<file path="config.mk">
export PLATFORM = sky130hd
export DESIGN_NAME = pipe_hazard_ctrl
export DESIGN_NICKNAME = d
export VERILOG_FILES = /design/src/rtl/pipe_hazard_ctrl.sv
export SDC_FILE = /design/constraint.sdc
export NUM_CORES = 1
export LEC_CHECK = 0
export ABC_AREA = 0
export CORE_MARGIN = 8
export CORE_UTILIZATION = 46
export DETAILED_ROUTE_END_ITERATION = 10
export HOLD_SLACK_MARGIN = 0.1
export PLACE_DENSITY = 0.86
export SYNTH_ARGS = -nofsm -noshare
export SYNTH_HDL_FRONTEND = slang
export SYNTH_SLANG_ARGS = --single-unit
export TNS_END_PERCENT = 10
</file>
<file path="constraint.sdc">
create_clock -name clk -period 1.6 [get_ports clk]
set_input_delay 0.4 -clock clk [delete_from_list [all_inputs] [get_ports clk]]
set_output_delay 0.4 -clock clk [all_outputs]
set_load 0.05 [all_outputs]
</file>
<file path="src/rtl/pipe_hazard_ctrl.sv">
// Pipeline sequencer: freeze/flush control for the 5-stage core with memory-wait watchdog.
// Optional perf counters (stall_cnt, flush_cnt) enabled by defining PIPE_PERF_CNT_EN.
module pipe_hazard_ctrl #(
    parameter int MEM_TIMEOUT = 255,
    parameter int TO_W        = 8,
    parameter int CNT_W       = 32
) (
    input  logic             clk,
    input  logic             rst,
    input  logic             hazard,
    input  logic             branch_taken,
    input  logic             mem_req,
    input  logic             mem_ready,
    output logic             pc_freeze,
    output logic             if_freeze,
    output logic             if_flush,
    output logic             id_flush,
    output logic             pipe_freeze,
    output logic             mem_err,
`ifdef PIPE_PERF_CNT_EN
    output logic [CNT_W-1:0] stall_cnt,
    output logic [CNT_W-1:0] flush_cnt,
`endif
    output logic [1:0]       state_dbg
);

    typedef enum logic [1:0] {
        RUN      = 2'd0,
        MEM_WAIT = 2'd1,
        ERR      = 2'd2
    } state_t;

    localparam logic [TO_W-1:0] TO_LIM = TO_W'(MEM_TIMEOUT);
    localparam logic [TO_W-1:0] TO_MAX = '1;

    state_t          state;
    state_t          state_nxt;
    logic [TO_W-1:0] to_cnt;
    logic [TO_W-1:0] to_cnt_nxt;

    logic memstall;
    logic sel_err;
    logic sel_mem;
    logic sel_br;
    logic sel_hz;

    always_ff @(posedge clk) begin
        if (rst) begin
            state  <= RUN;
            to_cnt <= '0;
        end else begin
            state  <= state_nxt;
            to_cnt <= to_cnt_nxt;
        end
    end

    always_comb begin
        state_nxt  = state;
        to_cnt_nxt = to_cnt;
        case (state)
            RUN: begin
                if (mem_req && !mem_ready) begin
                    state_nxt  = MEM_WAIT;
                    to_cnt_nxt = TO_W'(1);
                end
            end
            MEM_WAIT: begin
                if (mem_ready) begin
                    state_nxt = RUN;
                end else begin
                    if (to_cnt == TO_LIM)
                        state_nxt = ERR;
                    if (to_cnt != TO_MAX)
                        to_cnt_nxt = to_cnt + TO_W'(1);
                end
            end
            ERR:     state_nxt = ERR;
            default: state_nxt = RUN;
        endcase
    end

    // Stall sources are made mutually exclusive so the decoder is one-hot.
    assign memstall = ((state == RUN) && mem_req && !mem_ready)
                   || ((state == MEM_WAIT) && !mem_ready);
    assign sel_err  = !rst && (state == ERR);
    assign sel_mem  = !rst && memstall;
    assign sel_br   = !rst && !sel_err && !memstall && branch_taken;
    assign sel_hz   = !rst && !sel_err && !memstall && !branch_taken
                   && hazard;

    always_comb begin
        pc_freeze   = 1'b0;
        if_freeze   = 1'b0;
        if_flush    = 1'b0;
        id_flush    = 1'b0;
        pipe_freeze = 1'b0;
        mem_err     = 1'b0;
        unique case (1'b1)
            sel_err: begin
                mem_err     = 1'b1;
                pc_freeze   = 1'b1;
                if_freeze   = 1'b1;
                pipe_freeze = 1'b1;
            end
            sel_mem: begin
                pc_freeze   = 1'b1;
                if_freeze   = 1'b1;
                pipe_freeze = 1'b1;
            end
            sel_br: begin
                if_flush = 1'b1;
                id_flush = 1'b1;
            end
            sel_hz: begin
                pc_freeze = 1'b1;
                if_freeze = 1'b1;
                id_flush  = 1'b1;
            end
            default: ;
        endcase
    end

    assign state_dbg = rst ? 2'd0 : state;

`ifdef PIPE_PERF_CNT_EN
    logic [CNT_W-1:0] stall_q;
    logic [CNT_W-1:0] flush_q;

    always_ff @(posedge clk) begin
        if (rst) begin
            stall_q <= '0;
            flush_q <= '0;
        end else begin
            if (pc_freeze && (stall_q != '1))
                stall_q <= stall_q + CNT_W'(1);
            if (if_flush && (flush_q != '1))
                flush_q <= flush_q + CNT_W'(1);
        end
    end

    assign stall_cnt = rst ? '0 : stall_q;
    assign flush_cnt = rst ? '0 : flush_q;
`endif

endmodule

</file>
-- Word level (Yosys, flattened, before mapping)
Cells that the tools add are included.
- register bits: 10
- output and inout bits: 8
- logic and storage cells: 49
- add/subtract/negate cells: 1
- eq/ne operators: 8
- mux-type cells: 14
- reduce and logical (&&, ||, !) cells: 24
- operator list (operator ; count):
    8-bit 2-to-1 mux ; 3
    8-bit one-hot mux with 2 select lines ; 1
    1-bit logical AND ; 11
    8-bit by 1-bit adder with 8-bit output, second input constant ; 1
    8-bit equality test, second input constant ; 1
    2-bit 2-to-1 mux ; 4
    8-bit inequality test, second input constant ; 1
    2-bit inequality test, second input constant ; 3
    2-bit one-hot mux with 3 select lines ; 1
    1-bit logical NOT ; 5
    1-bit 2-to-1 mux ; 5
    4-bit AND reduction ; 1
    2-bit OR reduction ; 2
    3-bit inequality test, second input constant ; 1
    3-bit OR reduction ; 1
    2-bit by 1-bit equality test with 1-bit output, second input constant ; 1
    2-bit equality test, second input constant ; 1
    2-bit logical NOT ; 1
    2-bit AND reduction ; 1
    2-bit nonzero test ; 1
    1-bit logical OR ; 1

-- Depth between registers and ports, before layout
Gate-level depths: netlist of the first run.
- word-level depth: 10
- mapped depth: 6
- gate-level depth less buffers: 5

-- Least setup slack after synthesis of the first run
No wires, ideal clock.
- kind: input port to output port
- from: input mem_req
- to: output if_flush
- arrival time: 2.035 ns
- slack: -0.835 ns
- cell stages on the path: 4
- buffers on the path: 1
- path through: o21ai_1 buf_2 nand2_1 nor3b_1
- word-level cells in the longest chain between the ends: 7
- ends and longest elaborated chain (item ; line ; source):
    from (decl) ; 12 ; input logic mem_req,
    1-bit logical AND (2 in series) ; 83 ; assign memstall = ((state == RUN) && mem_req && !mem_ready)
    1-bit logical OR ; 84 ; || ((state == MEM_WAIT) && !mem_ready);
    1-bit logical NOT ; 87 ; assign sel_br = !rst && !sel_err && !memstall && branch_taken;
    1-bit logical AND (2 in series) ; 87 ;
    1-bit 2-to-1 mux ; 98 ; unique case (1'b1)
    to (decl) ; 16 ; output logic if_flush,
No other way between the ends.

-- Worst setup path in the final report of the first run
- from: register state[1]
- to: output if_freeze
- word-level cells in the longest chain between the ends: 10
- ends and longest elaborated chain (item ; line ; source):
    from (decl) ; 36 ; state_t state;
    from (signal assigned) ; 52 ; state <= state_nxt;
    2-bit logical NOT ; 83 ;
    1-bit logical AND (2 in series) ; 83 ;
    1-bit logical OR ; 84 ;
    1-bit logical NOT ; 88 ; assign sel_hz = !rst && !sel_err && !memstall && !branch_taken
    1-bit logical AND (2 in series) ; 88 ;
    1-bit logical AND ; 89 ; && hazard;
    3-bit OR reduction (no line) * ; - ;
    1-bit 2-to-1 mux * ; 98 ;
    to (decl) ; 15 ; output logic if_freeze,
Mark *: on every way between the ends. The rest lies on a longest branch, timed or not.

==> metrics.md, run 1 <==
| Metric | Value |
|---|---|
| Power Density | 600 nW/um^2 |
| Slowest stage cell, crit path | dfxtp_4 |
| RR Endpoint | to_cnt[1]$_SDFFE_PP0P_ |
| CTS HTree Levels | 1 |
| Max Cap Viol | 0 |
| Synth warn | 0 |
| Clk_skew | 0.00866 ns |
| Total global-route track usage | 17.5% |
| 1st-iter DRT viols | 23 |
| WL/cell | 18.9 um |
| Final setup viols | 10 |
| Pins Over Slew Limit | 0 |
| RSZ-0062 raised after global routing | yes |
| Worst-path clk slew | 0.08 ns |
| Fin. Hold Viols | 0 |
| Worst-Margin Slew | 0.294 ns |
| Vias | 790 |
| DRC viols | 0 |
| Seq/Total Area, Yosys | 33.4% |
| Power Total | 0.689 mW |
| CP Max Fanout | 3 |
| Area contributors post-synth | dfxtp_1 33%, a21oi_1 5.8%, o311ai_1 5.8%, o41ai_1 4.4%, nand3_1 4.2% |
| Hold Path Class | reg -> reg |
| Fmax | 0.568 GHz |
| DIE AREA | 2710 sq um |
| Row Count | 13 |
| Post-synth top area cell | dfxtp_1 |
| Syn_area_per_cell | 7.99 sq um |
| Routability cong. | 0.865 |
| Vias per inst | 6.37 |
| Dpl ws | -0.464 ns |
| Synthesized Nets | 82 |
| Synth Area in XOR/XNOR | 0% |
| Die H | 52.1 um |
| Clock root buffer | clkbuf_4 |
| Seq cells post-synth | 10 |
| Starting Density | 47.9% |
| Clk_lat worst skew | 0.29 ns |
| Main combinational cell family by area after synthesis | simple AND/OR/NAND/NOR gates |
| Post-layout util | 91.6% |
| Buffers added on ports | 13 |
| Total grt overflow | 0 |
| Violations in the final reports | setup timing |
| Routed WL | 2340 um |
| CP Capture Type | primary output |
| DRT antenna net count | 0 |
| Final nets | 117 |
| Global-route wire length before repair | 3660 um |
| Share of layout cells above drive strength 1 | 50.5% |
| Critical path class | reg -> out |
| Vias in the first global route | 768 |
| Worst IR Drop VDD | 598 uV |
| CP Launch Type | flip-flop |
| Detailed Place HPWL | 1440 um |
| Initial antenna violation count | 0 |
| Num CTS Buffers | 3 |
| Final setup margin | -0.161 ns |
| Slowest Stage Delay on Critical Path | 0.37 ns |
| Total iterations of the first detailed-routing run | 4 |
| Worst relative slew slack | 80.3% |
| Cells after Synth | 75 |
| CP Cell Sequence | nor2_4 -> o21ai_4 -> buf_6 -> a31oi_4 -> buf_12 |
| Fillcell total | 47 |
| Hold endpoint | to_cnt[7]$_SDFFE_PP0P_ |
| Reg2Reg Depth | 7 |
| Period minus WS final | 1.76 ns |
| Post-synthesis simple-gate area fraction | 32.2% |
| R2R Path Start | state[1]$_SDFFE_PP0P_ |
| Register-to-Register Setup Slack | -0.10 ns |
| Die width | 52.1 um |
| Hold Path Origin | to_cnt[7]$_SDFFE_PP0P_ |
| Status | finished, violations left |
| Synth Area in Adders | 2.09% |
| Core area | 1250 sq um |
| Setup_tns | -0.885 ns |
| Mux cell area share after synthesis | 0% |
| Top cell type's share of synthesized area | 33.4% |
| Post-synthesis cell area | 599 sq um |
| Largest net degree at the start of global routing | 11 |
| TritonCTS Sinks | 10 |
| Leakage | 0.448 nW |
| Data arrival time of the critical path | 1.36 ns |
| Worst hold stages | 2 |
| CTS max path bufs | 2 |
| Worst Setup SP | state[1]$_SDFFE_PP0P_ |
| Period utilization | 110% |
| Synth Area in Compound Gates | 26.3% |
| Io pins | 14 |
| N_diodes | 0 |
| Critical Path RT | 1.20 ns |
| Synth cell types | 28 |
| Post-synthesis to final-layout area growth | 91.4% |
| TritonCTS clock tree | built |
## cell type report
cell class | instances | area [sq um] | share of cell area, %
flip-flops and latches | 10 | 208 | 18.1
well taps | 15 | 18.8 | 1.64
repair buffers | 35 | 387 | 33.7
multi-input cells | 57 | 487 | 42.4
clock buffers | 4 | 36.3 | 3.16
inverters | 3 | 11.3 | 0.981
## synthesized netlist by cell type (all sizes together)
cell / n
and2b: 1
and3: 2
o31ai: 3
nor3b: 2
ha: 1
buf: 3
a21oi: 7
or2b: 1
or3: 2
nor3: 3
a31oi: 3
inv: 3
nand2b: 2
dfxtp: 10
clkbuf: 2
or4: 2
nor2b: 3
nand3b: 1
nand3: 5
o41ai: 3
and4: 1
o21ai: 3
o311ai: 4
nor2: 4
nand2: 4
## state kept, by name, summed over array words and instances (netlist names)
name and count:
to_cnt 8, state 2
## power breakdown
group	switching [mW]	internal, mW	total (mW)	leakage (nW)
Clock	0.104	0.139	0.243	0.0210
Combinational	0.0997	0.0935	0.193	0.344
Sequential	0.00337	0.250	0.253	0.0824
Total	0.207	0.482	0.689	0.448
## stage by stage
stage               hold slack (ns)  area, sq um  instances
floorplan                     0.454          703         75
global placement              0.485          986        114
detailed placement            0.494          986        114
CTS                           0.500         1100        122
global route                  0.512         1150        124
finish                        0.493         1150        124
## kinds of logic after synthesis
kind of cell / Yosys count
adder cells (fa/ha/maj): 1
AO/OA/AOI/OAI: 23
flip-flops: 10
AND/OR/NAND/NOR: 33
buffers and inverters: 8
## how the worst max path moves through the flow
stage / to / cells after the start
detailed placement: id_flush / 6
finish: if_freeze / 5
global placement: if_flush / 6
global route: if_freeze / 5
CTS: if_freeze / 5
floorplan: pc_freeze / 5
## worst max-delay path: cells and delay by family (launching register included)
kind | cells | cell delay [ns]
flops | 1 | 0.37
simple gates | 1 | 0.14
buf+inv | 2 | 0.30
compound gates | 2 | 0.28
## placed cells by master, fill, tap and decap left out, types with 2 or more instances in the layout
cell type / n
dfxtp_4: 2
or4_1: 2
nand2_1: 3
o21ai_1: 2
a31oi_1: 2
nor3_1: 2
or3_1: 2
dfxtp_1: 8
buf_6: 5
o311ai_2: 3
o41ai_1: 3
nand3_1: 5
and3_1: 2
inv_1: 3
nand2b_4: 2
o31ai_1: 2
nor2_1: 3
dlygate4sd2_1: 3
clkbuf_4: 3
buf_12: 8
buf_4: 17
a21oi_1: 6
## repair_timing
action,in CTS,in global routing
setup buffers,4,2
endpoints found under the setup margin,15,9
resized for setup,22,7
pin swaps,6,8
hold buffers,0,0
## layer usage
| metal | wire length [um] | global-route usage, % | vias up |
|---|---|---|---|
| met5 | 0 | 0 | - |
| met4 | 52 | 7.96 | 0 |
| met3 | 242 | 4.84 | 9 |
| met2 | 1220 | 33.2 | 59 |
| met1 | 824 | 16.9 | 370 |
| li1 | - | - | 352 |
Note: power is estimated with default switching activity, not from simulation.
==> run 2: changes to the inputs <==
CELL_PAD_IN_SITES_DETAIL_PLACEMENT = 1   (was default)
CELL_PAD_IN_SITES_GLOBAL_PLACEMENT = 1   (was default)
CORE_ASPECT_RATIO = 0.9   (was default)
CORE_UTILIZATION = 34   (was 46)
==> run 2 against run 1 <==
The flow still finishes with violations (setup timing); global-route usage increased by 0.85 points; clock skew decreased by 0.0075 ns; critical path depth unchanged; design area decreased by 1.9%; cell count increased by 6.5%; maximum frequency decreased by 4.4%; via count increased by 2.3%; utilization decreased by 24 points; clock power increased by 2%; non-clock buffer count decreased by 2; sequential share of layout area increased by 0.34 points; largest power group unchanged; worst setup slack got worse by 0.081 ns.
==> metrics.md, run 2 (same netlist as run 1, synthesis figures left out) <==
| Metric | Value |
|---|---|
| Slowest stage cell, crit path | dfxtp_4 |
| Vias in the first global route | 842 (+9.6%) |
| Leading registers by flop count | to_cnt x8, state x2 |
| Global-route wire length before repair | 4560 um (+24%) |
| Worst path bufs/invs | 2 (unchanged) |
| Worst IR Drop VDD | 684 uV (+15%) |
| Cell Area, Placed | 1020 sq um (+3.9%) |
| Hold bufs inserted after CTS | 0 (unchanged) |
| Sequential Power Share | 36.4% (-0.3 points) |
| Fillcell total | 187 (+300%) |
| Total iterations of the first detailed-routing run | 4 (unchanged) |
| Total grt overflow | 0 (unchanged) |
| Final setup viols | 8 (-2) |
| Clk_skew | 0.00116 ns (-0.00749 ns) |
| Top reg by flops | to_cnt |
| Dpl ws | -0.501 ns (-0.0373 ns) |
| Violations in the final reports | setup timing |
| Most common cell after layout, fill and taps aside | buf_4 |
| TritonCTS Sinks | 10 (unchanged) |
| Setup_tns | -1.14 ns (-0.260 ns) |
| Fin. Hold Viols | 0 (unchanged) |
| Fmax | 0.543 GHz (-4.4%) |
| Worst-Margin Slew | 0.327 ns (+0.0329 ns) |
| Num CTS Buffers | 3 (unchanged) |
| Worst Setup SP | state[1]$_SDFFE_PP0P_ |
| Logic pwr share | 27.9% (about the same) |
| Die width | 60.3 um (+16%) |
| Core area | 1660 sq um (+33%) |
| Vias | 808 (+2.3%) |
| Detailed Place HPWL | 1910 um (+32%) |
| Max Cap Viol | 0 (unchanged) |
| WL/cell | 23.4 um (+24%) |
| RSZ-0062 raised after global routing | yes |
| CP top delay family | flip-flops |
| Switching part of the total | 31.1% (+1.0 points) |
| Die H | 55.8 um (+7.2%) |
| Starting Density | 36.0% (-12 points) |
| Worst-path clk slew | 0.07 ns (about the same) |
| Buffers added on ports | 13 (unchanged) |
| Layout Cells excl Fill | 132 (+6.5%) |
| Critical path class | reg -> out |
| Placed cell count | 125 (+9.6%) |
| Largest net degree at the start of global routing | 11 (unchanged) |
| CP Cell Sequence | nor2_4 -> o21ai_4 -> buf_6 -> a31oi_4 -> buf_12 |
| CTS max path bufs | 2 (unchanged) |
| Io pins | 14 (unchanged) |
| Int Power | 0.480 mW (-0.38%) |
| Most frequent cells in the layout | 17 x buf_4, 9 x buf_12, 8 x dfxtp_1, 6 x a21oi_1, 5 x nand3_1 |
| Clock root buffer | clkbuf_4 |
| Switch Pwr | 0.217 mW (+4.7%) |
| Row Count | 14 (+1) |
| Max reg flops | 8 (unchanged) |
| Pins Over Slew Limit | 0 (unchanged) |
| Clock share of power | 35.7% (+0.5 points) |
| Status | finished, violations left |
| Routability cong. | 0.786 (-9.1%) |
| Initial antenna violation count | 1 (+1) |
| CTS HTree Levels | 1 (unchanged) |
| Data arrival time of the critical path | 1.44 ns (+0.08 ns) |
| TritonCTS clock tree | built |
| Vias per inst | 6.12 (-3.9%) |
| Power Density | 619 nW/um^2 (+3.0%) |
| Slowest Stage Delay on Critical Path | 0.38 ns (about the same) |
| Final nets | 115 (-1.7%) |
| Leakage | 0.433 nW (-3.3%) |
| Routed WL | 3090 um (+32%) |
| CP Capture Type | primary output |
| Period utilization | 115% (+5.1 points) |
| Hold Path Origin | to_cnt[7]$_SDFFE_PP0P_ |
| Final setup margin | -0.242 ns (-0.0814 ns) |
| DRC viols | 0 (unchanged) |
| 1st-iter DRT viols | 32 (+39%) |
| Post-synthesis to final-layout area growth | 87.9% |
| DIE AREA | 3360 sq um (+24%) |
| DRT antenna net count | 0 (unchanged) |
| Total global-route track usage | 18.4% (+0.85 points) |
| Final instance area | 1130 sq um (-1.9%) |
| Worst relative slew slack | 77.9% (-2.4 points) |
| Clk_lat worst skew | 0.29 ns (about the same) |
| Hold Path Class | reg -> reg |
| CP Launch Type | flip-flop |
| Critical Path RT | 1.20 ns (about the same) |
| Period minus WS final | 1.84 ns (+0.0814 ns) |
| Power Total | 0.697 mW (+1.1%) |
| CP Max Fanout | 3 (unchanged) |
| Share of layout cells above drive strength 1 | 44.9% (-5.6 points) |
| R2R Path Start | to_cnt[0]$_SDFFE_PP0P_ |
==> run 2: area by class of cell <==
type	instances	area [sq um]	share of cell area, %
Antenna cell	1	2.50	0.222
Clock buffer	4	36.3	3.22
Inverter	3	11.3	1.00
Multi-Input combinational cell	57	460	40.9
Sequential cell	10	208	18.4
Tap cell	24	30.0	2.67
Timing Repair Buffer	33	378	33.6
==> run 2: metal layers <==
metal | share of wire, % | global-route usage (%)
met5 | 0 | 0
met4 | 3.8 | 6.46
met1 | 39 | 20.4
met3 | 6.4 | 5.77
met2 | 51 | 31.3
==> run 2: power groups by stage <==
stage	clock, mW	combinational [mW]	sequential (mW)
after floorplan	0	0.0932	0.262
after global placement	0	0.171	0.261
after detailed placement	0	0.179	0.261
after CTS	0.252	0.189	0.254
after global routing	0.266	0.201	0.254
final	0.249	0.194	0.254
==> run 2: per-stage QoR <==
stage / hold slack (ns) / util [%]
floorplan: 0.454 / -
global placement: 0.481 / 61.6
detailed placement: 0.492 / 61.6
CTS: 0.503 / 66.8
global route: 0.558 / 67.7
finish: 0.542 / 67.7
==> run 2: timing repair <==
item                                    CTS  global route
buffers inserted                          2             0
resized for setup                        15             3
endpoints found under the setup margin   14            16
pin swaps                                 5             2
endpoints found under the hold margin     0             0
==> run 2: path summary, 6_finish.rpt <==
path / endpoint / slack [ns] / depth (start not counted)
setup / recovery: if_freeze / -0.24 / 5
hold / removal: to_cnt[7]$_SDFFE_PP0P_ / 0.54 / 2
setup reg to reg: to_cnt[5]$_SDFFE_PP0P_ / -0.01 / 6
hold reg to reg: to_cnt[7]$_SDFFE_PP0P_ / 0.54 / 2
==> run 2: worst register-to-register path, stage by stage (launching register included) <==
cell and delay, ns:
dfxtp_1 0.33, ha_1 0.26, nand3_1 0.18, nor3_2 0.08, buf_6 0.15, o311ai_1 0.34
o41ai_1 0.15
==> run 3: changes to the inputs <==
CORE_MARGIN = default   (was 8)
GPL_TIMING_DRIVEN = 0   (was default)
==> run 3 against run 2 <==
The run still ends with setup timing left; count of clock-buffer cells in the layout decreased by 1; hold slack got worse by 0.14 ns; clock skew rose by 0.0019 ns; power is 15% lower; clock power fell by 29%; first-iteration DRC count down 50%; combinational power down 19%; die area fell by 42%; design area shrank 12%; global-route usage up 9.4 points; highest routed layer unchanged.
==> metrics.md, run 3 (same netlist as run 1, synthesis figures left out) <==
| Metric | Value |
|---|---|
| Max Cap Viol | 0 (unchanged) |
| Vias in the first global route | 710 (-16%) |
| Most common cell after layout, fill and taps aside | buf_6 |
| Hold Path Class | in -> reg |
| Period utilization | 113% (-2.1 points) |
| Row Count | 14 (unchanged) |
| CP Launch Type | input pin |
| Worst relative slew slack | 72.9% (-5.0 points) |
| Top reg by flops | to_cnt |
| WL/cell | 19.5 um (-16%) |
| 1st-iter DRT viols | 16 (-50%) |
| Buffers added on ports | 12 (-1) |
| Num CTS Buffers | 3 (unchanged) |
| Die width | 46.3 um (-23%) |
| Total global-route track usage | 27.8% (+9.4 points) |
| RSZ-0062 raised after global routing | yes |
| Core area | 1660 sq um (unchanged) |
| DIE AREA | 1930 sq um (-42%) |
| CP Max Fanout | 5 (+2) |
| Violations in the final reports | setup timing |
| Io pins | 14 (unchanged) |
| CTS max path bufs | 2 (unchanged) |
| Fin. Hold Viols | 0 (unchanged) |
| Switch Pwr | 0.185 mW (-14%) |
| Max reg flops | 8 (unchanged) |
| Slowest stage cell, crit path | clkdlybuf4s15_2 |
| Routability cong. | 0.887 (+13%) |
| Share of layout cells above drive strength 1 | 46.9% (+2.0 points) |
| Total grt overflow | 0 (unchanged) |
| Largest net degree at the start of global routing | 11 (unchanged) |
| Vias | 736 (-8.9%) |
| Die H | 41.8 um (-25%) |
| Hold bufs inserted after CTS | 0 (unchanged) |
| Total iterations of the first detailed-routing run | 6 (+2) |
| Detailed Place HPWL | 1350 um (-29%) |
| Switching part of the total | 31.2% (+0.16 points) |
| Post-synthesis to final-layout area growth | 66.2% |
| DRT antenna net count | 0 (unchanged) |
| DRC viols | 0 (unchanged) |
| TritonCTS Sinks | 10 (unchanged) |
| Most frequent cells in the layout | 8 x buf_6, 6 x a21oi_1, 6 x buf_4, 6 x dfxtp_1, 4 x nand3_1 |
| CP Cell Sequence | clkdlybuf4s15_2 -> nor2_4 -> o21ai_4 -> buf_6 -> a31oi_4 -> buf_6 -> buf_8 |
| Power Density | 595 nW/um^2 (-3.8%) |
| Period minus WS final | 1.81 ns (-0.0329 ns) |
| Sequential Power Share | 43.4% (+7.0 points) |
| N_diodes | 0 (-1) |
| Clk_lat worst skew | 0.27 ns (-0.02 ns) |
| Routed WL | 2350 um (-24%) |
| Starting Density | 36.0% (unchanged) |
| Initial antenna violation count | 0 (-1) |
| Clock share of power | 30.0% (-5.7 points) |
| Final setup margin | -0.209 ns (+0.0329 ns) |
| Cell mode on critical path | buf_6 |
| Leading registers by flop count | to_cnt x8, state x2 |
| Slowest Stage Delay on Critical Path | 0.22 ns (-0.16 ns) |
| CTS HTree Levels | 1 (unchanged) |
| Post-layout util | 59.8% (-7.8 points) |
| Final nets | 105 (-8.7%) |
| Setup_tns | -0.788 ns (+0.357 ns) |
| Worst-Margin Slew | 0.401 ns (+0.0734 ns) |
| Worst IR Drop VDD | 527 uV (-23%) |
| Worst-path clk slew | 0.07 ns (about the same) |
| Leakage | 0.367 nW (-15%) |
| Critical Path RT | 1.20 ns (about the same) |
| Critical path class | in -> out |
| Clock root buffer | clkbuf_4 |
| Pins Over Slew Limit | 0 (unchanged) |
| TritonCTS clock tree | built |
| Data arrival time of the critical path | 1.41 ns (-0.03 ns) |
| Clk_skew | 0.00309 ns (+0.00192 ns) |
| Status | finished, violations left |
| Global-route wire length before repair | 3700 um (-19%) |
| CP top delay family | buffers and inverters |
| CP Capture Type | primary output |
| Int Power | 0.408 mW (-15%) |
| Worst path bufs/invs | 4 (+2) |
| Logic pwr share | 26.6% (-1.3 points) |
| Final setup viols | 6 (-2) |
| Fmax | 0.553 GHz (+1.8%) |
| Vias per inst | 6.13 (+0.20%) |
## run 3: changes by cell type in the layout (fill, tap and decap cells not counted), sizes merged
cell           before  now
clkdlybuf4s50       1    0
clkbuf              4    6
diode               1    0
buf                28   17
dlygate4sd2         3    2
## run 3: final cells by class
class	instances	area, sq um
Fill cell	186	668
Multi-Input combinational cell	57	489
Sequential cell	10	210
Timing Repair Buffer	18	160
Buffer	5	72.6
Tap cell	24	30.0
Clock buffer	3	22.5
Inverter	3	11.3
## run 3: what timing repair did
item	in CTS	in global routing
endpoints found under the setup margin	16	17
gates resized for setup	67	14
buffers inserted	5	1
pin swaps	4	1
## run 3: metal layers
metal	share of wire (%)	up-vias	track usage (%)	wire [um]
li1	-	329	-	-
met1	41	368	34.1	968
met2	51	27	42.5	1190
met3	3.8	12	9.13	89
met4	4.3	0	13.5	100
met5	0	-	0	0
## run 3: worst register-to-register path, stage by stage, from the launching register on
cell and delay (ns):
dfxtp_4 0.38, nor2_4 0.13, o21ai_4 0.08, buf_6 0.14, buf_4 0.13, buf_4 0.15
o311ai_2 0.31, o41ai_1 0.16
## run 3: path summary, 6_finish.rpt
path,start,endpoint,slack [ns],depth (start not counted)
worst min-delay path,rst,to_cnt[5]$_SDFFE_PP0P_,0.40,2
worst max register to register,state[1]$_SDFFE_PP0P_,to_cnt[2]$_SDFFE_PP0P_,0,7
worst max-delay path,mem_ready,pc_freeze,-0.21,7
worst min register to register,to_cnt[0]$_SDFFE_PP0P_,to_cnt[0]$_SDFFE_PP0P_,0.51,2
## run 3: per-stage QoR
step           hold slack, ns  std cells  cell area [sq um]  setup WS [ns]  power, mW
2_1_floorplan           0.454         75                703         -0.124      0.355
3_3_place_gp            0.483        111                853          -1.18      0.394
3_5_place_dp            0.497        111                853          -1.19      0.396
4_1_cts                 0.398        119                952         -0.204      0.592
5_1_grt                 0.395        120                996         -0.250      0.619
6_report                0.398        120                996         -0.209      0.593
## run 3: power groups by stage
| stage | clock, mW | combinational [mW] | sequential, mW |
|---|---|---|---|
| 2_1_floorplan | 0 | 0.0932 | 0.262 |
| 3_3_place_gp | 0 | 0.130 | 0.264 |
| 3_5_place_dp | 0 | 0.132 | 0.264 |
| 4_1_cts | 0.183 | 0.152 | 0.257 |
| 5_1_grt | 0.197 | 0.165 | 0.257 |
| 6_report | 0.178 | 0.158 | 0.257 |
